$ cat src/rtl/uart_tx_queue_if.sv
// Producer/transmitter-side signal bundle for uart_tx_queue.
// master drives bytes and irq; slave is the queue itself.
interface uart_tx_queue_if #(
    parameter int unsigned DEPTH_LOG2 = 4
) ();
    logic [7:0]          wr_data;
    logic                wr_en;
    logic                full;
    logic                empty;
    logic [DEPTH_LOG2:0] level;
    logic                overflow;
    logic [7:0]          data_byte;
    logic                transmit_en;
    logic                irq;
    logic                busy;
    logic                timeout_err;

    modport master (
        output wr_data, wr_en, irq,
        input  full, empty, level, overflow, data_byte, transmit_en, busy, timeout_err
    );

    modport slave (
        input  wr_data, wr_en, irq,
        output full, empty, level, overflow, data_byte, transmit_en, busy, timeout_err
    );
endinterface

$ cat src/rtl/uart_tx_queue.sv
// Byte FIFO plus sequencer producing one transmit_en rising edge per byte for a UART transmitter.
// Optional WAIT-state watchdog is built when UART_TX_QUEUE_TIMEOUT_EN is defined.
module uart_tx_queue #(
    parameter int unsigned DEPTH_LOG2     = 4,
    parameter logic [31:0] TIMEOUT_CYCLES = 32'd4096
) (
    input logic            clk_100M,
    input logic            rst,
    uart_tx_queue_if.slave bus
);
    localparam int unsigned PtrW  = DEPTH_LOG2 + 1;
    localparam int unsigned Depth = 1 << DEPTH_LOG2;

    typedef enum logic [1:0] {StIdle, StSetup, StWait, StGap} state_e;

    state_e          state_q, state_d;
    logic [PtrW-1:0] wr_ptr_q, rd_ptr_q;
    logic [7:0]      mem_q [Depth];
    logic [7:0]      data_byte_q, data_byte_d;
    logic            transmit_en_q, transmit_en_d;
    logic            gap_q, gap_d;
    logic            overflow_q;
    logic            irq_q;
    logic            full, empty, push, pop;
    logic            irq_rise;
    logic            wdog_expire;

    // Pointers differ only in the MSB exactly when the FIFO is full.
    assign full     = (wr_ptr_q ^ rd_ptr_q) == {1'b1, {DEPTH_LOG2{1'b0}}};
    assign empty    = wr_ptr_q == rd_ptr_q;
    assign push     = bus.wr_en & ~full;
    assign irq_rise = bus.irq & ~irq_q;

    always_ff @(posedge clk_100M or posedge rst) begin
        if (rst) begin
            wr_ptr_q   <= '0;
            rd_ptr_q   <= '0;
            overflow_q <= 1'b0;
            irq_q      <= 1'b0;
        end else begin
            if (push) wr_ptr_q <= wr_ptr_q + PtrW'(1);
            if (pop)  rd_ptr_q <= rd_ptr_q + PtrW'(1);
            overflow_q <= bus.wr_en & full;
            irq_q      <= bus.irq;
        end
    end

    always_ff @(posedge clk_100M) begin
        if (push) mem_q[wr_ptr_q[DEPTH_LOG2-1:0]] <= bus.wr_data;
    end

    always_comb begin
        state_d       = state_q;
        data_byte_d   = data_byte_q;
        transmit_en_d = transmit_en_q;
        gap_d         = gap_q;
        pop           = 1'b0;
        unique case (state_q)
            StIdle: begin
                if (!empty) begin
                    pop         = 1'b1;
                    data_byte_d = mem_q[rd_ptr_q[DEPTH_LOG2-1:0]];
                    state_d     = StSetup;
                end
            end
            StSetup: begin
                transmit_en_d = 1'b1;
                state_d       = StWait;
            end
            StWait: begin
                // A watchdog expiry leaves through GAP like a completion; the byte is not retried.
                if (irq_rise || wdog_expire) begin
                    transmit_en_d = 1'b0;
                    gap_d         = 1'b0;
                    state_d       = StGap;
                end
            end
            StGap: begin
                if (gap_q) state_d = StIdle;
                gap_d = 1'b1;
            end
            default: state_d = StIdle;
        endcase
    end

    always_ff @(posedge clk_100M or posedge rst) begin
        if (rst) begin
            state_q       <= StIdle;
            data_byte_q   <= 8'h00;
            transmit_en_q <= 1'b0;
            gap_q         <= 1'b0;
        end else begin
            state_q       <= state_d;
            data_byte_q   <= data_byte_d;
            transmit_en_q <= transmit_en_d;
            gap_q         <= gap_d;
        end
    end

`ifdef UART_TX_QUEUE_TIMEOUT_EN
    logic [31:0] wdog_q, wdog_d;
    logic        timeout_err_q;

    assign wdog_expire = (state_q == StWait) && !irq_rise && ((wdog_q + 32'd1) == TIMEOUT_CYCLES);

    always_comb begin
        wdog_d = wdog_q;
        if (state_q == StSetup) begin
            wdog_d = '0;
        end else if (state_q == StWait) begin
            wdog_d = wdog_q + 32'd1;
        end
    end

    always_ff @(posedge clk_100M or posedge rst) begin
        if (rst) begin
            wdog_q        <= '0;
            timeout_err_q <= 1'b0;
        end else begin
            wdog_q        <= wdog_d;
            timeout_err_q <= timeout_err_q | wdog_expire;
        end
    end

    assign bus.timeout_err = timeout_err_q;
`else
    logic unused_timeout_cfg;

    assign unused_timeout_cfg = ^TIMEOUT_CYCLES;
    assign wdog_expire        = 1'b0;
    assign bus.timeout_err    = 1'b0;
`endif

    assign bus.full        = full;
    assign bus.empty       = empty;
    assign bus.level       = wr_ptr_q - rd_ptr_q;
    assign bus.overflow    = overflow_q;
    assign bus.data_byte   = data_byte_q;
    assign bus.transmit_en = transmit_en_q;
    assign bus.busy        = state_q != StIdle;
endmodule

$ cat src/flat_wrapper.sv
// flat-port wrapper written by rule: the top's interface ports become plain ports
module uart_tx_queue_flat 
#(
    parameter int unsigned DEPTH_LOG2     = 4,
    parameter logic [31:0] TIMEOUT_CYCLES = 32'd4096
)
  (clk_100M, rst, bus_wr_data, bus_wr_en, bus_irq, bus_full, bus_empty, bus_level, bus_overflow, bus_data_byte, bus_transmit_en, bus_busy, bus_timeout_err);
  uart_tx_queue_if #(.DEPTH_LOG2(DEPTH_LOG2)) bus_i ();
  input logic clk_100M;
  input logic rst;
  input wire logic [$bits(bus_i.wr_data)-1:0] bus_wr_data;
  input wire logic [$bits(bus_i.wr_en)-1:0] bus_wr_en;
  input wire logic [$bits(bus_i.irq)-1:0] bus_irq;
  output wire logic [$bits(bus_i.full)-1:0] bus_full;
  output wire logic [$bits(bus_i.empty)-1:0] bus_empty;
  output wire logic [$bits(bus_i.level)-1:0] bus_level;
  output wire logic [$bits(bus_i.overflow)-1:0] bus_overflow;
  output wire logic [$bits(bus_i.data_byte)-1:0] bus_data_byte;
  output wire logic [$bits(bus_i.transmit_en)-1:0] bus_transmit_en;
  output wire logic [$bits(bus_i.busy)-1:0] bus_busy;
  output wire logic [$bits(bus_i.timeout_err)-1:0] bus_timeout_err;
  assign bus_i.wr_data = bus_wr_data;
  assign bus_i.wr_en = bus_wr_en;
  assign bus_i.irq = bus_irq;
  assign bus_full = bus_i.full;
  assign bus_empty = bus_i.empty;
  assign bus_level = bus_i.level;
  assign bus_overflow = bus_i.overflow;
  assign bus_data_byte = bus_i.data_byte;
  assign bus_transmit_en = bus_i.transmit_en;
  assign bus_busy = bus_i.busy;
  assign bus_timeout_err = bus_i.timeout_err;
  uart_tx_queue #(.DEPTH_LOG2(DEPTH_LOG2), .TIMEOUT_CYCLES(TIMEOUT_CYCLES)) u_core (.clk_100M(clk_100M), .rst(rst), .bus(bus_i));
endmodule
$ cat config.mk
export PLATFORM = sky130hd
export DESIGN_NAME = uart_tx_queue_flat
export DESIGN_NICKNAME = d
export VERILOG_FILES = /design/src/rtl/uart_tx_queue_if.sv /design/src/rtl/uart_tx_queue.sv /design/src/flat_wrapper.sv
export SDC_FILE = /design/constraint.sdc
export NUM_CORES = 1
export LEC_CHECK = 0
export ABC_AREA = 1
export ABC_CLOCK_PERIOD_IN_PS = 2440
export CORE_MARGIN = 2
export CORE_UTILIZATION = 51
export CTS_CLUSTER_DIAMETER = 30
export DETAILED_ROUTE_END_ITERATION = 12
export PLACE_DENSITY = 0.72
export RECOVER_POWER = 100
export SLEW_MARGIN = 10
export SYNTH_ARGS = -nofsm -noshare
export SYNTH_HDL_FRONTEND = slang
export SYNTH_SLANG_ARGS = --single-unit
$ cat constraint.sdc
create_clock -name clk_100M -period 2.44 [get_ports clk_100M]
set_input_delay 0.488 -clock clk_100M [delete_from_list [all_inputs] [get_ports clk_100M]]
set_output_delay 0.488 -clock clk_100M [all_outputs]
set_load 0.005 [all_outputs]
After elaboration in Yosys (flattened, before gate mapping). Memory sizes are Yosys's and may differ from the RTL's. A register that Yosys moved wholly into a read port is not among the register bits. Index checks and enable logic that the tools add are counted. W data, S select, Z words.

Memories: 1. Bits in registers: 16. Logic and storage cells: 45. Bits in writable memories: 128.

Memories: u_core.mem_q (depth 16, width 8, rd ports 1, clocked after Yosys merged registers in 1, write ports 1, line uart_tx_queue.sv:18) `logic [7:0] mem_q [Depth];`.

Mux-type cells: 11. Eq/ne operators: 8. Reductions and logical operators: 8. Add/sub/neg operators: 3. Bitwise logic cells: 7.

Operators by type and width (number): $add A5 B1 Y5 const B (2); $pmux W2 S4 (1); $mux W2 (3); $reduce_and A2 Y1 (3); $reduce_bool A2 Y1 (3); $eq A5 B5 Y1 (1); $eq A5 B5 Y1 const B (1); $mux W1 (5); $sub A5 B5 Y5 (1); $xor A5 B5 Y5 (1); $eq A2 B2 Y1 const B (2); $ne A2 B1 Y1 const B (2); $pmux W1 S2 (2); $and A1 B1 Y1 (3); $not A1 Y1 (3); $reduce_and A3 Y1 (1); $eq A2 B1 Y1 const B (1); $logic_not A2 Y1 (1); $ne A2 B2 Y1 const B (1).

Depth between registers and ports, before layout.
Word-level depth: 6. Mapped depth: 12. Depth with buffers taken out: 10.

Least setup slack after synthesis. OpenSTA, ideal clock, no wires.

Kind: register -> register. Start point: register u_core.rd_ptr_q[2]. End point: memory u_core.mem_q[11][0] (enable). Data required time: 2.057 ns. Arrival time: 2.078 ns. Setup time: 0.383 ns. Path slack: -0.021 ns. Cell stages (with the launch flop): 10. Path through: dfrtp_1 -> buf_2 -> buf_2 -> inv_1 -> ha_1 -> nand2_1 -> nor2_2 -> nand3_2 -> nand2_4 -> nor3_1.

Word-level cells in the longest chain between the ends: 6.

Ends and longest elaborated chain: start: declaration (line uart_tx_queue.sv:17) `logic [PtrW-1:0] wr_ptr_q, rd_ptr_q;`; start signal: assignment (line uart_tx_queue.sv:42) `if (pop) rd_ptr_q <= rd_ptr_q + PtrW'(1);`; $xor A5 B5 Y5 (line uart_tx_queue.sv:29) `assign full = (wr_ptr_q ^ rd_ptr_q) == {1'b1, {DEPTH_LOG2{1'b0}}};`; $eq A5 B5 Y1 (line uart_tx_queue.sv:29); $not A1 Y1 (line uart_tx_queue.sv:31) `assign push = bus.wr_en & ~full;`; $and A1 B1 Y1 (line uart_tx_queue.sv:31); $mux W1 (line uart_tx_queue.sv:49) `if (push) mem_q[wr_ptr_q[DEPTH_LOG2-1:0]] <= bus.wr_data;`; $mux W1 (not written as such) (line uart_tx_queue.sv:49); end: declaration (line uart_tx_queue.sv:18).

No other way between the ends.

Worst setup path in the final report.
Start point: register u_core.rd_ptr_q[1]. End point: memory u_core.mem_q[0][4] (enable).

Same word-level chain as after synthesis.

==> flow_metrics.tcl <==
set metrics [dict create \
    place_ws_ns 0.0654 \
    hold_violations 0 \
    yosys_warnings 0 \
    synth_top_area_cell "edfxtp_1" \
    r2r_start "u_core.rd_ptr_q[1]" \
    synth_edf_count 128 \
    fin_crit_ns 2.44 \
    drt_iter0_drc 380 \
    synth_nets 714 \
    drive_gt1_share_pct 11.1 \
    r2r_slack_ns -0.002 \
    peakVddDrop_uv 818 \
    finalClockSkew_ns 0.00700 \
    worst_ep_required_time_ns 2.50 \
    met1_usage_pct 27.6 \
    grt_pass1_vias 4659 \
    power_frac_comb_pct 39.5 \
    nFillCells 1097 \
    hp-class "flop to flop" \
    utilization_pct 61.1 \
    cts_buffers 17 \
    clkTransAtPathRegs_ns 0.06 \
    synth_cell_type_count 29 \
    timing.fmax_mhz 409 \
    async_flop_share_pct 15.8 \
    fp.dieH_um 120 \
    crit_start "u_core.rd_ptr_q[1]" \
    cp_max_fo 8 \
    status "finished, violations left" \
    fin_ws_ns -0.00207 \
    dr.pass1.iters 5 \
    tightest_slew_ns 0.914 \
    powerDensity_nw_per_um2 1230 \
    area_growth_pct 17.5 \
    die_area_um2 14500 \
    netlist_instances 687 \
    syn_avg_cell_area_um2 10.0 \
    synth-compound-area-share_pct 0.908 \
    path_class "flop to flop" \
    yosysMostFrequentCell "nand2_1" \
    start_util_pct 52.0 \
    track_usage_pct 21.8 \
    synth_fa_ha_area_share_pct 2.83 \
    grt.busiest_layer "met2" \
    ys.flop_type "edfxtp_1" \
    yosysSeqAreaShare_pct 64.5 \
    ys_seq_elements 152 \
    yosys.area_share.simple_pct 21.0 \
    grt_max_degree 68 \
    p_int_w 0.00633 \
    whs_path_depth 2 \
    cp-end-kind "flop" \
    ant_nets 0 \
    min_to "u_core.bus.data_byte[4]" \
    cp-start-kind "flop" \
    diodes 0 \
    path_cells "inv_2 -> ha_1 -> nand2_1 -> nor2_4 -> buf_4 -> nand3_2 -> buf_4 -> nand2_4 -> inv_2 -> nand2_1 -> nor2_1" \
    drc 0 \
    critPathMaxStageDelay_ns 0.55 \
    htree_levels 4 \
    fin_nets 769 \
    cts_tree "yes" \
    cts_sinks 152 \
    holdBufCountCts 0 \
    synthMuxAreaShare_pct 0 \
    cp_top_family "simple AND/OR/NAND/NOR gates" \
    num_vias 4717 \
    cellLeakagePower_nw 3.56 \
    path_buf_inv 4 \
    synthTopCellsByArea "edfxtp_1, nand2_1, dfrtp_1, nand3_1, inv_1" \
    synth_xor_area_share_pct 1.40 \
    io-pin-count 31 \
    hold_start "u_core.bus.data_byte[4]" \
    synth.top_cells.by_count "nand2_1, edfxtp_1, inv_1" \
    overflow 0 \
    drt-total-wl_um 14700 \
    grt_util_met2_pct 36.7 \
    violations "setup timing" \
    root_buffer "clkbuf_16" \
    finalMaxSlewViolations 0 \
    maxSlewHeadroom_pct 38.8 \
    insertion_delay_ns 0.42 \
    power_switching_w 0.00363 \
    swShare_pct 36.5 \
    setup_viol 5 \
    p_seq_share_pct 34.0 \
    fin_crit_sh_pct 100 \
    cp_slowest_cell "nor2_1" \
    grt_pass1_wl_um 23600 \
    max-cap-violations 0 \
    place.gp.congestion 0.909 \
    syn_area_um2 6890 \
    instances_no_fill 931 \
    cts_buffer_depth 2 \
    dp.cells 890 \
    seq_area_um2 4450 \
    coreArea_um2 13200 \
    portBuffers 29 \
    multi_input_area_um2 1850 \
    antenna_found_initial 0 \
    die_w_um 120 \
    synth_top_family_by_area "simple AND/OR/NAND/NOR gates" \
    hpwl_um 9340 \
    clkPwrFrac_pct 26.4 \
    ff2ff_path_depth 11 \
    rsz0062_at_grt "yes" \
    use_met3_pct 6.75 \
    reg2reg_to "u_core.mem_q[0][4]" \
    drt-vias-per-instance 5.07 \
    synth_top_area_share_pct 55.8 \
    worstPathArrival_ns 2.50 \
    num_rows 42 \
    wl_per_cell_um 15.8 \
]
metrics by stage:
stage / hold WS, ns / instance area, um2 / TNS, ns / power [W]
after global placement: 0.485 / 7410 / 0 / 0.00714
final: 0.505 / 8100 / -0.00954 / 0.00996
after detailed placement: 0.494 / 7410 / 0 / 0.00724
after global routing: 0.528 / 8100 / -2.31 / 0.0106
after floorplan: 0.463 / 6890 / -0.344 / 0.00593
after CTS: 0.494 / 8100 / 0 / 0.00995
worst min-delay path, stage by stage (launching register included):
cell     delay, ns
dfrtp_1       0.34
nor2_1        0.05
nor2_1        0.08
layer usage:
metal  share of wire, %  wire [um]
met1                 42       6220
met2                 49       7190
met3                7.2       1060
met4                1.4        211
met5                  0          0
repair_timing:
action                                  CTS  global route
pin swaps                                 3             2
endpoints found under the setup margin    6            59
setup buffers                             8             1
resized for setup                        14             8
placed cells by master, fill, tap and decap left out, types with 2 or more instances in the layout:
master	n
inv_2	2
inv_1	122
o21ai_1	2
nand2_1	186
nand2_2	2
nor2_1	55
dlygate4sd3_1	22
nor2_2	3
nand3_1	91
ha_1	11
dfrtp_1	21
clkbuf_1	3
buf_4	20
o22ai_1	3
clkbuf_16	17
nor3_1	2
nor2_4	2
o21ai_0	3
clkbuf_2	10
clkinv_2	4
ha_4	2
a21oi_1	2
clkinvlp_4	5
edfxtp_1	128
xor2_1	10
dlygate4sd2_1	4
dfrtp_2	3
bufinv_16	3
power by group through the flow:
stage	registers [W]	logic, W	clock network [W]
after floorplan	0.00344	0.00249	0
after global placement	0.00343	0.00371	0
after detailed placement	0.00346	0.00378	0
after CTS	0.00339	0.00389	0.00266
after global routing	0.00342	0.00438	0.00279
final	0.00339	0.00394	0.00263
area by class of cell:
| type | count | share of cell area (%) |
|---|---|---|
| flip-flops and latches | 152 | 54.9 |
| multi-input cells | 383 | 22.9 |
| repair buffers | 61 | 6.13 |
| inverters | 127 | 5.93 |
| clock buffers | 20 | 5.52 |
| well taps | 176 | 2.72 |
| clock inverters | 12 | 1.87 |
kinds of logic (layout without fill, tap and decap cells):
kind of cell	Yosys count	in the layout
simple gates	345	345
flops	152	152
buf+inv	152	220
fa+ha+maj	15	15
compound gates	11	11
xor+xnor	11	11
other cells	1	1
state kept, by name (all words and copies together), names as in the netlist:
name / count
u_core.wr_ptr_q: 5
u_core.mem_q: 128
u_core.bus.transmit_en: 1
u_core.irq_q: 1
u_core.bus.overflow: 1
u_core.rd_ptr_q: 5
u_core.bus.data_byte: 8
u_core.gap_q: 1
u_core.state_q: 2
worst max-delay path by stage:
stage | endpoint | cells past startpoint
2_1_floorplan | u_core.mem_q[11][0] | 9
3_3_place_gp | bus_level[4] | 5
3_5_place_dp | bus_level[4] | 5
4_1_cts | bus_empty | 6
5_1_grt | u_core.mem_q[12][5] | 11
6_report | u_core.mem_q[0][4] | 11
Power figures use the tool's default switching activity.
==> RTL edit, RTL diff (config.mk and constraints unchanged) <==
`DEPTH_LOG2` is set to 4 in 3 places; all go to 3.
--- a/src/rtl/uart_tx_queue_if.sv
+++ b/src/rtl/uart_tx_queue_if.sv
@@ -1,7 +1,7 @@
 // Producer/transmitter-side signal bundle for uart_tx_queue.
 // master drives bytes and irq; slave is the queue itself.
 interface uart_tx_queue_if #(
-    parameter int unsigned DEPTH_LOG2 = 4
+    parameter int unsigned DEPTH_LOG2 = 3
 ) ();
     logic [7:0]          wr_data;
     logic                wr_en;
--- a/src/rtl/uart_tx_queue.sv
+++ b/src/rtl/uart_tx_queue.sv
@@ -1,7 +1,7 @@
 // Byte FIFO plus sequencer producing one transmit_en rising edge per byte for a UART transmitter.
 // Optional WAIT-state watchdog is built when UART_TX_QUEUE_TIMEOUT_EN is defined.
 module uart_tx_queue #(
-    parameter int unsigned DEPTH_LOG2     = 4,
+    parameter int unsigned DEPTH_LOG2     = 3,
     parameter logic [31:0] TIMEOUT_CYCLES = 32'd4096
 ) (
     input logic            clk_100M,
--- a/src/flat_wrapper.sv
+++ b/src/flat_wrapper.sv
@@ -1,7 +1,7 @@
 // flat-port wrapper written by rule: the top's interface ports become plain ports
 module uart_tx_queue_flat 
 #(
-    parameter int unsigned DEPTH_LOG2     = 4,
+    parameter int unsigned DEPTH_LOG2     = 3,
     parameter logic [31:0] TIMEOUT_CYCLES = 32'd4096
 )
   (clk_100M, rst, bus_wr_data, bus_wr_en, bus_irq, bus_full, bus_empty, bus_level, bus_overflow, bus_data_byte, bus_transmit_en, bus_busy, bus_timeout_err);
Ports: changed (resized bus_level); port bits go from 31 to 30. No check against the original RTL was run, so the function may have changed too.
==> RTL edit against the unedited design <==
  * Cell area fell by 43%
  * Setup slack improved by 0.095 ns
  * Wire length fell by 49%
  * Power fell by 44%
  * Via count fell by 44%
  * Maximum frequency rose by 4.0%
  * Synthesized area fell by 42%
  * Sequential cell count fell by 66
  * Highest routed layer unchanged
==> RTL edit: results <==
group,metric,value,unit
layout,final_layout_size_suffix_gt1_share,13.8,%
status,outcome,"finished clean",
logic_synthesis,ys_async_sr_fraction,25.6,%
drt,avgRoutedWirePerCell,13.8,um
logic_synthesis,yosys-top-cells-count,"115 x nand2_1, 64 x edfxtp_1, 64 x inv_1, 47 x nand3_1, 22 x dfrtp_1",
place,placed_area,4430,um^2
place,dp_cells,525,
cts,cts_buffers,9,
logic_synthesis,synth_area,4000,um^2
sta,setup-violations-final,0,
critical_path,slowest_delay,0.39,ns
pwr,leakage,2.09,nW
place,dpl_worst_slack,0.147,ns
critical_path,crit_path_top_delay_cell,"dfrtp_1",
place,gp_congestion,0.788,
sta,slew_headroom,21.9,%
layout,nNetsFinal,460,
sta,fin_crit_sh,96.2,%
pwr,irDropWorstVdd,480,uV
place,dp_hpwl,4900,um
cts,clock-root-buffer,"clkbuf_8",
layout,fill_cells,604,
logic_synthesis,yosysSeqAreaShare,61.8,%
min_path,min_from,"u_core.bus.data_byte[6]",
critical_path,reg2regPathDepth,8,
drt,drtIter0Drc,215,
place,port_buffers,28,
global_routing,grt_max_degree,36,
global_routing,grt_pass1_wl,12300,um
layout,largest_reg_flops,64,
critical_path,r2r_start,"u_core.wr_ptr_q[0]",
logic_synthesis,synth_cell_types,26,
global_routing,globalRouteTotalUtil,19.2,%
logic_synthesis,synth_nets,415,
logic_synthesis,syn_avg_cell_area,10.2,um^2
pwr,power_frac_comb,45.7,%
cts,path_clk_slew,0.08,ns
sta,fin_skew,0.0116,ns
cts,h-tree-depth,3,
pwr,total_power,5.63,mW
drt,num_vias,2663,
drt,wl,7530,um
-- RTL edit: changes by cell type in the layout (fill, tap and decap cells not counted), moves of 7 or more --
| cell | change |
|---|---|
| nand2_2 | +7 |
| buf_4 | -10 |
| nand3_1 | -38 |
| nor2_1 | -44 |
| nand2_1 | -71 |
| clkbuf_16 | -17 |
| inv_1 | -57 |
| clkbuf_8 | +8 |
| edfxtp_1 | -64 |
-- RTL edit: cell families (layout without fill, tap and decap cells) --
| kind of cell | Yosys count | after routing | share of synthesized area (%) |
|---|---|---|---|
| simple gates | 198 | 198 | 23.3 |
| flops | 86 | 86 | 61.8 |
| buf+inv | 84 | 133 | 9.14 |
| fa+ha+maj | 10 | 10 | 3.32 |
| compound gates | 9 | 9 | 1.22 |
| xor+xnor | 5 | 5 | 1.10 |
| other cells | 1 | 1 | 0.0938 |
-- RTL edit: worst min-delay path: stages, from the launching register on --
cell	delay, ns
dfrtp_1	0.35
nand2_1	0.06
nand2_2	0.06
-- RTL edit: what timing repair did --
| item | in CTS | in global routing |
|---|---|---|
| buffers inserted | 2 | 2 |
| pin swaps | 0 | 1 |
| gates cloned | 0 | 0 |
| setup endpoints to repair | 5 | 4 |
| hold endpoints to repair | 0 | 0 |
| resized for setup | 9 | 3 |
-- RTL edit: cell type report --
cell class | count | area share (%)
tap | 102 | 2.76
inverter | 71 | 5.83
timing repair buffer | 47 | 8.64
sequential | 86 | 53.4
clock inverter | 6 | 1.54
clock buffer | 9 | 2.67
multi-input combinational | 223 | 25.1
-- RTL edit: metal layers --
layer  GRT usage (%)  vias to the layer above  share of wire, %
li1                -                     1332                 -
met1            26.2                     1265                46
met2            30.8                       57                47
met3            3.74                        9               5.0
met4            7.21                        0               1.4
met5               0                        -                 0
